### config.mk
export PLATFORM = sky130hd
export DESIGN_NAME = multi_clock_divider
export DESIGN_NICKNAME = d
export VERILOG_FILES = /design/src/rtl/multi_clock_divider.sv
export SDC_FILE = /design/constraint.sdc
export NUM_CORES = 1
export LEC_CHECK = 0
export BUFFER_PORTS_ARGS = -buffer_cell sky130_fd_sc_hd__buf_2
export CORE_UTILIZATION = 40
export DETAILED_ROUTE_END_ITERATION = 16
export SLEW_MARGIN = 40
export SYNTH_ARGS = -nofsm -noshare
export SYNTH_HDL_FRONTEND = slang
export SYNTH_SLANG_ARGS = --single-unit
### constraint.sdc
create_clock -name clk -period 2.5 [get_ports clk]
set_input_delay 0.25 -clock clk [delete_from_list [all_inputs] [get_ports clk]]
set_output_delay 0.25 -clock clk [all_outputs]
set_load 0.03 [all_outputs]
### src/rtl/multi_clock_divider.sv
// multi_clock_divider: NUM_CH synchronous divided clocks with rising-edge ticks.
// Each channel toggles its output every div_act clk cycles (50% duty). New
// ratios are staged in a shadow register and only take over at a half-period
// boundary, so no runt phase is ever produced. A sync pulse restarts every
// channel from a common phase so integer-related ratios share rising edges.
module multi_clock_divider #(
  parameter int NUM_CH      = 2,
  parameter int CNT_W       = 8,
  parameter int DEFAULT_DIV = 4
) (
  input  logic                    clk,
  input  logic                    rst,
  input  logic                    en,
  input  logic [NUM_CH*CNT_W-1:0] div_i,
  input  logic                    load,
  input  logic                    sync,
  output logic [NUM_CH-1:0]       clk_o,
  output logic [NUM_CH-1:0]       tick_o,
  output logic [NUM_CH-1:0]       pend_o
);

  localparam logic [CNT_W-1:0] DEF_DIV = CNT_W'(DEFAULT_DIV);
  localparam logic [CNT_W-1:0] ONE     = CNT_W'(1);

  genvar gi;
  generate
    for (gi = 0; gi < NUM_CH; gi++) begin : g_ch
      logic [CNT_W-1:0] cnt_reg;
      logic [CNT_W-1:0] div_act_reg;
      logic [CNT_W-1:0] div_sh_reg;
      logic [CNT_W-1:0] div_req;
      logic             pend_reg;
      logic             clk_reg;
      logic             tick_reg;
      logic             boundary;

      // A requested half-period of zero is meaningless; treat it as one.
      assign div_req  = (div_i[gi*CNT_W +: CNT_W] == '0) ? ONE
                                                         : div_i[gi*CNT_W +: CNT_W];
      // Last count of the current half-period.
      assign boundary = (cnt_reg == div_act_reg - ONE);

      // Half-period counter, output toggle, tick and shadow-ratio handover.
      always_ff @(posedge clk) begin
        if (rst) begin
          cnt_reg     <= '0;
          div_act_reg <= DEF_DIV;
          div_sh_reg  <= DEF_DIV;
          pend_reg    <= 1'b0;
          clk_reg     <= 1'b0;
          tick_reg    <= 1'b0;
        end else if (sync) begin
          // Restart from the start of a low phase with the newest ratio.
          cnt_reg  <= '0;
          clk_reg  <= 1'b0;
          tick_reg <= 1'b0;
          pend_reg <= 1'b0;
          if (load) begin
            div_act_reg <= div_req;
            div_sh_reg  <= div_req;
          end else if (pend_reg) begin
            div_act_reg <= div_sh_reg;
          end
        end else begin
          tick_reg <= 1'b0;
          if (en) begin
            if (boundary) begin
              cnt_reg  <= '0;
              clk_reg  <= ~clk_reg;
              // Tick marks the 0->1 transition, landing with the high output.
              tick_reg <= ~clk_reg;
              if (pend_reg) begin
                div_act_reg <= div_sh_reg;
                pend_reg    <= 1'b0;
              end
            end else begin
              cnt_reg <= cnt_reg + ONE;
            end
          end
          // A load always re-arms pend; if it coincides with a boundary the
          // handover above used the previous shadow value.
          if (load) begin
            div_sh_reg <= div_req;
            pend_reg   <= 1'b1;
          end
        end
      end

      assign clk_o[gi]  = clk_reg;
      assign tick_o[gi] = tick_reg;
      assign pend_o[gi] = pend_reg;
    end
  endgenerate

endmodule

==> results of run 1 <==
-- power by group through the flow --
stage	combinational, mW	clock [mW]	sequential, mW
2_1_floorplan	0.207	0	0.942
3_3_place_gp	0.267	0	0.955
3_5_place_dp	0.272	0	0.956
4_1_cts	0.274	0.623	0.936
5_1_grt	0.309	0.660	0.943
6_report	0.281	0.608	0.936
-- final timing paths --
path | end | start | slack [ns] | cells after the start
worst max-delay path | g_ch[0].div_act_reg[1]$_SDFFE_PP0P_ | g_ch[0].div_act_reg[0]$_SDFFE_PP0P_ | 0.07 | 7
worst min-delay path | g_ch[0].div_sh_reg[2]$_SDFFE_PP1P_ | div_i[2] | 0.17 | 2
worst max register to register | g_ch[0].div_act_reg[1]$_SDFFE_PP0P_ | g_ch[0].div_act_reg[0]$_SDFFE_PP0P_ | 0.07 | 7
worst min register to register | g_ch[0].tick_reg$_SDFF_PP0_ | g_ch[0].clk_reg$_SDFFE_PP0P_ | 0.48 | 1
-- metal layers --
metal / GRT usage / wire [um] / up-vias
met5: 0 / 0 / -
met4: 0.05132 / 75 / 0
met3: 0.03172 / 197 / 5
met2: 0.2573 / 2671 / 36
met1: 0.2597 / 3421 / 1128
li1: - / - / 1232
-- cell usage after synthesis, types with 2 or more instances --
| master | number |
|---|---|
| a31oi_1 | 3 |
| buf_1 | 4 |
| and3_1 | 4 |
| xnor2_1 | 16 |
| o211a_1 | 2 |
| buf_4 | 6 |
| o21ai_1 | 2 |
| clkbuf_1 | 14 |
| nor3_1 | 6 |
| nor2b_1 | 2 |
| a41o_1 | 2 |
| xor2_1 | 13 |
| inv_1 | 7 |
| nor4_1 | 4 |
| dfxtp_1 | 54 |
| a211oi_1 | 2 |
| nand3_1 | 5 |
| nand3b_1 | 2 |
| a21oi_1 | 14 |
| mux2i_1 | 41 |
| ha_1 | 4 |
| or3_1 | 3 |
| o21ai_0 | 7 |
| o21ba_2 | 3 |
| nand4_1 | 7 |
| nor2_1 | 56 |
| a221oi_1 | 2 |
| nand2b_1 | 13 |
| nand2_1 | 13 |
| a211o_1 | 15 |
-- logic make-up (layout without fill, tap and decap cells) --
group,count (synthesis),count (layout),share of synthesized area
AND/OR/NAND/NOR,121,121,0.1970
AO/OA/AOI/OAI,59,59,0.1487
flip-flops,54,54,0.3629
multiplexers,42,42,0.1428
buffers and inverters,31,50,0.04662
XOR/XNOR,29,29,0.08526
adder cells (fa/ha/maj),4,4,0.01680
-- final cells by class --
| type | count | share of cell area |
|---|---|---|
| Timing Repair Buffer | 35 | 0.06597 |
| Sequential cell | 54 | 0.3220 |
| Clock buffer | 5 | 0.02050 |
| Tap cell | 99 | 0.03690 |
| Multi-Input combinational cell | 255 | 0.5337 |
| Inverter | 7 | 0.007827 |
| Clock inverter | 3 | 0.01305 |
-- metrics by stage --
step | instance area [sq um] | hold WS [ns] | setup WS, ns | cells
2_1_floorplan | 2999 | 0.3724 | 0.05531 | 340
6_report | 3357 | 0.1674 | 0.06773 | 458
4_1_cts | 3313 | 0.1621 | 0.01644 | 457
3_5_place_dp | 3201 | 0.4652 | 0.04866 | 449
3_3_place_gp | 3201 | 0.4531 | 0.08096 | 449
5_1_grt | 3357 | 0.1634 | -0.01921 | 458
==> flow_metrics.py, run 1 <==
metrics = {
    "logic_synthesis": {
        "synth_cells": 340,
        "synth.yosys.seq_area_share": 0.3629,
        "synth.net_count": 365,
        "ys_async_sr_fraction": 0,
        "ys.warnings.count": 0,
        "post_synth_edffs": 0,
        "yosys_register_bits": 54,
        "yosys.area.top_type": "dfxtp_1",
        "avgSynthCellArea_sq_um": 8.762,
        "synth.area.top_cells": "dfxtp_1, mux2i_1, nor2_1",
        "synth_ff_type": "dfxtp_1",
        "synth_top_area_frac": 0.3629,
        "post_synth_instance_area_sq_um": 2979,
        "synth.distinct_cells": 44,
    },
    "cells_and_area": {
        "drive_above_1_share": 0.1560,
        "ff_latch_area_sq_um": 1081,
        "multi_input_area_sq_um": 1792,
        "area_delta_synth_final_pct": 12.68,
        "mostFrequentLayoutCell": "nor2_1",
        "layout.core_utilization": 0.4653,
        "layout.nets": 383,
        "mostFrequentLayoutCells": "nor2_1, dfxtp_1, mux2i_1",
        "insertedDiodeCount": 0,
        "fill_cells": 735,
    },
    "power": {
        "share_seq_of_total_power": 0.513,
        "static-leakage-power_nw": 1.310,
        "power.ir.vdd_worst_uv": 219.8,
        "cellPowerDensity_nw_per_um2": 543.9,
        "p_switching_mw": 0.4944,
        "design_power_total_mw": 1.826,
        "combinationalPowerShare": 0.154,
        "p_sw_frac": 0.2708,
        "intPower_mw": 1.331,
        "pwr-share-clk": 0.333,
    },
    "place": {
        "hpwlAfterDp_um": 4450,
        "gp_congestion": 0.7950,
        "port_buffers": 26,
    },
    "grt": {
        "global_route_wire_length_before_repair_um": 10650,
        "total_congestion_overflow_after_global_routing": 0,
        "antenna_found_initial": 0,
        "vias_in_the_first_global_route": 2150,
        "grtUsageTotal": 0.1751,
        "grt_max_degree": 51,
    },
    "clock_tree": {
        "postCtsSetupRepairBufs": 0,
        "tritoncts_num_sinks": 54,
        "cts.reportedPaths.clkPinSlew_ns": 0.11,
        "clk_root_buffer_cell": "clkbuf_8",
        "clock_path_buffers": 2,
        "cts_tree": "done",
        "holdBufCountCts": 0,
        "h-tree-depth": 2,
        "cts_repair_resize_count": 0,
        "clock_insertion_delay_worst_skew_ns": 0.32,
        "cts_buffers": 5,
    },
    "floorplanning": {
        "initial_utilization": 0.4129,
        "coreArea_sq_um": 7214,
        "fp.dieH_um": 88.30,
        "design.die.area_sq_um": 7797,
        "die_span_in_x_um": 88.30,
        "rows": 31,
        "io_pins": 27,
    },
    "run": {
        "max_cap_violations": 0,
    },
    "worst_setup_path": {
        "worstPathCellList": "or4_4 -> or4_4 -> a2111oi_4 -> o2111a_2 -> a21oi_4 -> buf_6 -> mux2i_2",
        "critical_path.startpoint_type": "flip-flop",
        "critical_path_peak_fanout": 7,
        "timing.critical_path.arrival_ns": 2.65,
        "endpoint_kind": "flip-flop",
        "critPathMostFrequentCell": "or4_4",
        "setup.worst_path.class": "flip-flop to flip-flop",
        "critical_path.top_delay_family": "simple AND/OR/NAND/NOR gates",
        "worstPathRequired_ns": 2.72,
        "max_stage_delay_ns": 0.54,
        "critPathBufInv": 1,
        "timing.critical_path.slowest_stage_cell": "or4_4",
    },
    "sta": {
        "timing.final.setup_violations": 0,
        "period_share": 0.9729,
        "report.final.slew_viol_count": 0,
        "unrepaired_setup_endpoints_after_global_routing": "yes",
        "finClkSkew_ns": 0.01253,
        "post-route-min-period_ns": 2.432,
        "setup_tns_final_ns": 0,
        "fmaxAchievable_mhz": 411.1,
        "timing.max_slew.rel_slack": 0.5689,
        "timing_hold_violations_final": 0,
        "worst_pin_slew_ns": 0.6458,
    },
    "outcome": {
        "run_status": "finished, violations left",
        "failed_checks": "design-rule violations",
    },
    "routing": {
        "num_vias": 2401,
        "vias_per_cell": 5.242,
        "drc_errors": 2,
        "route.final.wire_length_um": 6366,
        "antenna_left": 0,
        "detailedRoute.firstPassIterationCount": 10,
        "routed_wire_length_per_instance_um": 13.90,
        "initialDrtViolationCount": 145,
    },
    "hold_path": {
        "holdCritPathClass": "input port to flip-flop",
    },
}
No activity file was read; power rests on OpenSTA's default activity.
==> run 2, diff against run 1 <==
--- a/config.mk
+++ b/config.mk
@@ -6,8 +6,10 @@
 export NUM_CORES = 1
 export LEC_CHECK = 0
 export BUFFER_PORTS_ARGS = -buffer_cell sky130_fd_sc_hd__buf_2
-export CORE_UTILIZATION = 40
+export CORE_MARGIN = 4
+export CORE_UTILIZATION = 53
 export DETAILED_ROUTE_END_ITERATION = 16
+export PLACE_DENSITY = 0.75
 export SLEW_MARGIN = 40
 export SYNTH_ARGS = -nofsm -noshare
 export SYNTH_HDL_FRONTEND = slang
==> constraint.sdc (replaced) <==
create_clock -name clk -period 2.5 [get_ports clk]
set_input_delay 0.5 -clock clk [delete_from_list [all_inputs] [get_ports clk]]
set_output_delay 0.5 -clock clk [all_outputs]
set_load 0.03 [all_outputs]
==> flow_metrics.py, run 2 (synthesis results as in run 1) <==
metrics = {
    "outcome": {
        "run_status": "complete, no violations",
    },
    "worst_setup_path": {
        "timing.critical_path.slowest_stage_cell": "or4_4",
        "worstPathRequired_ns": 2.71,
        "reg2reg_from": "g_ch[0].div_act_reg[0]$_SDFFE_PP0P_",
        "rrSetupSlack_ns": 0.02,
        "critPathBufInv": 0,
        "setup.worst_path.class": "flip-flop to flip-flop",
        "worstRegToRegCells": 6,
        "endpoint_kind": "flip-flop",
        "worstPathCellList": "or4_4 -> or4_4 -> a2111oi_4 -> o2111a_1 -> a21oi_4 -> mux2_4",
        "critical_path.top_delay_family": "simple AND/OR/NAND/NOR gates",
        "critical_path_peak_fanout": 3,
        "critPathMostFrequentCell": "or4_4",
        "timing.critical_path.arrival_ns": 2.69,
        "capture_instance_of_the_worst_register_to_register_path": "g_ch[0].div_act_reg[0]$_SDFFE_PP0P_",
        "max_stage_delay_ns": 0.53,
        "critical_path.startpoint_type": "flip-flop",
    },
    "sta": {
        "setup_tns_final_ns": 0,
        "worst_pin_slew_ns": 0.6099,
        "timing.max_slew.rel_slack": 0.5928,
        "unrepaired_setup_endpoints_after_global_routing": "yes",
        "report.final.slew_viol_count": 0,
        "post-route-min-period_ns": 2.484,
        "finClkSkew_ns": 0.003742,
        "timing.final.setup_violations": 0,
        "fin_worst_hold_slack_ns": 0.4230,
        "final_critical_path_setup_slack_ns": 0.01591,
        "fmaxAchievable_mhz": 402.6,
        "timing_hold_violations_final": 0,
        "period_share": 0.9936,
    },
    "power": {
        "static-leakage-power_nw": 1.306,
        "power.ir.vdd_worst_uv": 306.9,
        "cellPowerDensity_nw_per_um2": 525.0,
    },
    "place": {
        "hpwlAfterDp_um": 4390,
        "number_of_instances_in_the_placed_design": 425,
        "gp_congestion": 0.8011,
        "place_worst_setup_slack_ns": 0.05008,
        "port_buffers": 26,
    },
    "floorplanning": {
        "die_span_in_x_um": 82.98,
        "io_pins": 27,
        "initial_utilization": 0.5444,
        "coreArea_sq_um": 5473,
        "fp.dieH_um": 82.98,
        "rows": 27,
        "design.die.area_sq_um": 6885,
    },
    "cells_and_area": {
        "mostFrequentLayoutCells": "nor2_1, dfxtp_1, mux2i_1",
        "area_delta_synth_final_pct": 10.88,
        "fill_cells": 520,
        "drive_above_1_share": 0.1579,
        "final_cells": 433,
        "insertedDiodeCount": 0,
        "layout.nets": 385,
        "mostFrequentLayoutCell": "nor2_1",
    },
    "routing": {
        "detailedRoute.firstPassIterationCount": 4,
        "drc_errors": 0,
        "vias_per_cell": 5.665,
        "routed_wire_length_per_instance_um": 14.18,
        "initialDrtViolationCount": 100,
        "antenna_left": 0,
        "route.final.wire_length_um": 6141,
        "num_vias": 2453,
    },
    "clock_tree": {
        "cts_buffers": 5,
        "cts_tree": "done",
        "cts.reportedPaths.clkPinSlew_ns": 0.10,
        "clock_path_buffers": 2,
        "clock_insertion_delay_worst_skew_ns": 0.31,
        "postCtsSetupRepairBufs": 0,
        "h-tree-depth": 2,
        "tritoncts_num_sinks": 54,
        "clk_root_buffer_cell": "clkbuf_8",
    },
    "hold_path": {
        "holdCritPathClass": "input port to flip-flop",
        "min_delay_worst_endpoint": "g_ch[1].div_sh_reg[2]$_SDFFE_PP1P_",
        "hold_depth": 2,
        "timing.hold.worst.start": "div_i[10]",
    },
    "run": {
        "max_cap_violations": 0,
    },
    "grt": {
        "antenna_found_initial": 0,
        "grt_max_degree": 32,
        "total_congestion_overflow_after_global_routing": 0,
        "grtUsageTotal": 0.1831,
        "global_route_wire_length_before_repair_um": 10650,
        "vias_in_the_first_global_route": 2281,
    },
}
-- run 2: cell types whose count changed in the layout (fill, tap and decap cells not counted), sizes merged --
cell,before,now
clkinv,1,0
bufinv,1,0
clkbuf,5,7
buf,35,37
-- run 2: per-layer routing --
| layer | global-route usage | part of all wire | vias to the layer above |
|---|---|---|---|
| li1 | - | - | 1242 |
| met1 | 0.2655 | 0.51 | 1146 |
| met2 | 0.2733 | 0.44 | 57 |
| met3 | 0.03472 | 0.041 | 8 |
| met4 | 0.05795 | 0.015 | 0 |
| met5 | 0 | 0 | - |
-- run 2: worst max-delay path by stage --
stage / start / end / slack [ns] / depth (start not counted)
2_1_floorplan: g_ch[0].div_act_reg[0]$_SDFFE_PP0P_ / g_ch[0].div_act_reg[0]$_SDFFE_PP0P_ / 0.06 / 6
3_3_place_gp: g_ch[0].div_act_reg[0]$_SDFFE_PP0P_ / g_ch[0].div_act_reg[2]$_SDFFE_PP1P_ / 0.09 / 7
3_5_place_dp: g_ch[0].div_act_reg[0]$_SDFFE_PP0P_ / g_ch[0].cnt_reg[4]$_SDFFE_PP0P_ / 0.05 / 6
4_1_cts: g_ch[0].div_act_reg[0]$_SDFFE_PP0P_ / g_ch[0].div_act_reg[1]$_SDFFE_PP0P_ / 0.04 / 7
5_1_grt: g_ch[0].div_act_reg[0]$_SDFFE_PP0P_ / g_ch[0].div_act_reg[0]$_SDFFE_PP0P_ / -0.05 / 6
6_report: g_ch[0].div_act_reg[0]$_SDFFE_PP0P_ / g_ch[0].div_act_reg[0]$_SDFFE_PP0P_ / 0.02 / 6
-- run 2: worst register-to-register path: stages (launching register included) --
cell and delay [ns]:
dfxtp_2 0.33, or4_4 0.53, or4_4 0.44, a2111oi_4 0.40, o2111a_1 0.30, a21oi_4 0.08
mux2_4 0.29
-- run 2: cell type report --
type | count | area (sq um) | area share
Clock buffer | 7 | 86.33 | 0.02614
Clock inverter | 1 | 8.758 | 0.002652
Inverter | 7 | 26.28 | 0.007955
Multi-Input combinational cell | 255 | 1793 | 0.5428
Sequential cell | 54 | 1082 | 0.3277
Tap cell | 72 | 90.09 | 0.02727
Timing Repair Buffer | 37 | 216.5 | 0.06553
-- run 2: stage by stage --
step | total power, mW | util | cell area, sq um
CTS | 1.749 | 0.6001 | 3284
floorplan | 1.149 | - | 2999
finish | 1.734 | 0.6036 | 3303
global placement | 1.223 | 0.5828 | 3189
detailed placement | 1.230 | 0.5828 | 3189
global route | 1.822 | 0.6036 | 3303
-- run 2: power breakdown --
| group | total [mW] | switching [mW] | internal, mW |
|---|---|---|---|
| Combinational | 0.279 | 0.146 | 0.132 |
| Sequential | 0.935 | 0.0387 | 0.896 |
| Clock | 0.521 | 0.291 | 0.230 |
-- run 2: timing repair --
item	CTS	global route
hold buffers	0	0
setup endpoints to repair	0	15
gates resized for setup	0	5
==> run 3, diff against run 2 <==
--- a/config.mk
+++ b/config.mk
@@ -5,11 +5,12 @@
 export SDC_FILE = /design/constraint.sdc
 export NUM_CORES = 1
 export LEC_CHECK = 0
-export BUFFER_PORTS_ARGS = -buffer_cell sky130_fd_sc_hd__buf_2
 export CORE_MARGIN = 4
-export CORE_UTILIZATION = 53
+export CORE_UTILIZATION = 59
+export CTS_BUF_LIST = sky130_fd_sc_hd__clkbuf_8
 export DETAILED_ROUTE_END_ITERATION = 16
-export PLACE_DENSITY = 0.75
+export DONT_BUFFER_PORTS = 1
+export PLACE_DENSITY = 0.78
 export SLEW_MARGIN = 40
 export SYNTH_ARGS = -nofsm -noshare
 export SYNTH_HDL_FRONTEND = slang
==> flow_metrics.py, run 3 (synthesis results as in run 1) <==
metrics = {
    "outcome": {
        "run_status": "complete, no violations",
    },
    "worst_setup_path": {
        "critical_path_peak_fanout": 5,
        "setup.worst_path.class": "flip-flop to flip-flop",
        "endpoint_kind": "flip-flop",
        "critical_path.startpoint_type": "flip-flop",
        "cp-startpoint": "g_ch[0].div_act_reg[0]$_SDFFE_PP0P_",
        "worstRegToRegCells": 6,
        "timing.critical_path.arrival_ns": 2.64,
        "reg2reg_from": "g_ch[0].div_act_reg[0]$_SDFFE_PP0P_",
        "capture_instance_of_the_worst_register_to_register_path": "g_ch[0].div_act_reg[0]$_SDFFE_PP0P_",
        "cp_endpoint": "g_ch[0].div_act_reg[0]$_SDFFE_PP0P_",
        "rrSetupSlack_ns": 0.06,
        "worstPathRequired_ns": 2.70,
    },
    "cells_and_area": {
        "layout.nets": 361,
        "area_delta_synth_final_pct": 7.476,
        "mostFrequentLayoutCells": "nor2_1, dfxtp_1, mux2i_1",
        "layout.core_utilization": 0.6647,
        "fill_cells": 431,
        "insertedDiodeCount": 0,
        "drive_above_1_share": 0.1068,
        "mostFrequentLayoutCell": "nor2_1",
    },
    "clock_tree": {
        "clock_insertion_delay_worst_skew_ns": 0.31,
        "cts_buffers": 5,
        "tritoncts_num_sinks": 54,
        "cts_tree": "done",
        "h-tree-depth": 2,
        "holdBufCountCts": 0,
        "clock_path_buffers": 2,
        "cts.reportedPaths.clkPinSlew_ns": 0.10,
        "clk_root_buffer_cell": "clkbuf_8",
    },
    "grt": {
        "top_usage_layer": "met2",
        "antenna_found_initial": 0,
        "groute.layer.met1.usage": 0.2807,
        "gr-usage-met2": 0.3173,
        "vias_in_the_first_global_route": 2233,
        "grtUsageTotal": 0.2049,
        "grt.met3_usage": 0.05442,
        "grt_max_degree": 51,
        "global_route_wire_length_before_repair_um": 10290,
        "total_congestion_overflow_after_global_routing": 0,
    },
    "power": {
        "static-leakage-power_nw": 1.215,
        "cellPowerDensity_nw_per_um2": 549.0,
        "power.ir.vdd_worst_uv": 359.9,
        "design_power_total_mw": 1.758,
    },
    "routing": {
        "route.final.wire_length_um": 5981,
        "num_vias": 2382,
        "antenna_left": 0,
        "initialDrtViolationCount": 152,
        "detailedRoute.firstPassIterationCount": 4,
        "vias_per_cell": 5.896,
        "drc_errors": 0,
        "routed_wire_length_per_instance_um": 14.80,
    },
    "floorplanning": {
        "rows": 25,
        "initial_utilization": 0.6184,
        "design.die.area_sq_um": 6250,
        "fp.dieH_um": 79.06,
        "coreArea_sq_um": 4817,
        "die_span_in_x_um": 79.06,
        "io_pins": 27,
    },
    "sta": {
        "report.final.slew_viol_count": 0,
        "timing.max_slew.rel_slack": 0.6030,
        "post-route-min-period_ns": 2.438,
        "finClkSkew_ns": 0.006504,
        "timing_hold_violations_final": 0,
        "timing.final.setup_violations": 0,
        "fin_worst_hold_slack_ns": 0.2490,
        "period_share": 0.9754,
        "unrepaired_setup_endpoints_after_global_routing": "yes",
        "fmaxAchievable_mhz": 410.1,
        "worst_pin_slew_ns": 0.5946,
    },
    "run": {
        "max_cap_violations": 0,
    },
    "place": {
        "port_buffers": 0,
        "hpwlAfterDp_um": 4250,
        "gp_congestion": 0.8539,
    },
    "hold_path": {
        "holdCritPathClass": "input port to flip-flop",
    },
}
==> run 3: cell count changes in the layout (fill, tap and decap cells not counted), sizes merged <==
cell,delta
clkinv,+1
clkbuf,-2
bufinv,+1
buf,-24
==> run 3: critical path, cell delays in order, from the launching register on <==
cell and delay (ns):
dfxtp_2 0.33, or4_4 0.54, or4_4 0.44, a2111oi_4 0.35, o2111a_1 0.28, a21oi_4 0.10, mux2_4 0.29
==> run 3: metal layers <==
| metal | up-vias | wire [um] |
|---|---|---|
| met5 | - | 0 |
| met4 | 0 | 72 |
| met3 | 14 | 386 |
| met2 | 61 | 2674 |
| met1 | 1116 | 2847 |
| li1 | 1191 | - |
==> run 3: power by group <==
part | leakage (nW) | switching, mW | total [mW] | internal [mW]
Combinational | 0.715 | 0.109 | 0.232 | 0.123
Clock | 0.0585 | 0.286 | 0.586 | 0.300
Sequential | 0.442 | 0.0438 | 0.940 | 0.896
Total | 1.22 | 0.438 | 1.76 | 1.32
==> run 3: layout make-up <==
| type | count | area, sq um | area share |
|---|---|---|---|
| Timing Repair Buffer | 13 | 97.59 | 0.03048 |
| Inverter | 7 | 26.28 | 0.008206 |
| Tap cell | 67 | 83.83 | 0.02618 |
| Sequential cell | 54 | 1084 | 0.3384 |
| Clock inverter | 3 | 43.79 | 0.01368 |
| Multi-Input combinational cell | 255 | 1798 | 0.5615 |
| Clock buffer | 5 | 68.82 | 0.02149 |
==> run 3: timing repair <==
item,CTS,global route
setup buffers,0,4
resized for setup,0,5
setup endpoints to repair,0,19
==> run 3: per-stage QoR <==
stage          std cells  setup slack, ns  setup TNS [ns]  area (sq um)
3_5_place_dp         392          0.04239               0          3038
6_report             404          0.06154               0          3202
3_3_place_gp         392          0.08464               0          3038
5_1_grt              404         -0.03336         -0.1615          3202
2_1_floorplan        340          0.05531               0          2999
4_1_cts              400          0.02285               0          3151
==> run 3: worst min path at each step <==
| stage | startpoint | endpoint | slack (ns) | cells after the start |
|---|---|---|---|---|
| finish | rst | g_ch[1].div_sh_reg[6]$_SDFFE_PP0P_ | 0.25 | 1 |
| global route | rst | g_ch[1].div_sh_reg[7]$_SDFFE_PP0P_ | 0.23 | 1 |
| CTS | rst | g_ch[1].div_sh_reg[7]$_SDFFE_PP0P_ | 0.24 | 1 |
| detailed placement | g_ch[1].div_sh_reg[0]$_SDFFE_PP0P_ | g_ch[1].div_sh_reg[0]$_SDFFE_PP0P_ | 0.48 | 2 |
| global placement | g_ch[1].div_sh_reg[0]$_SDFFE_PP0P_ | g_ch[1].div_sh_reg[0]$_SDFFE_PP0P_ | 0.47 | 2 |
| floorplan | g_ch[1].clk_reg$_SDFFE_PP0P_ | g_ch[1].tick_reg$_SDFF_PP0_ | 0.43 | 1 |
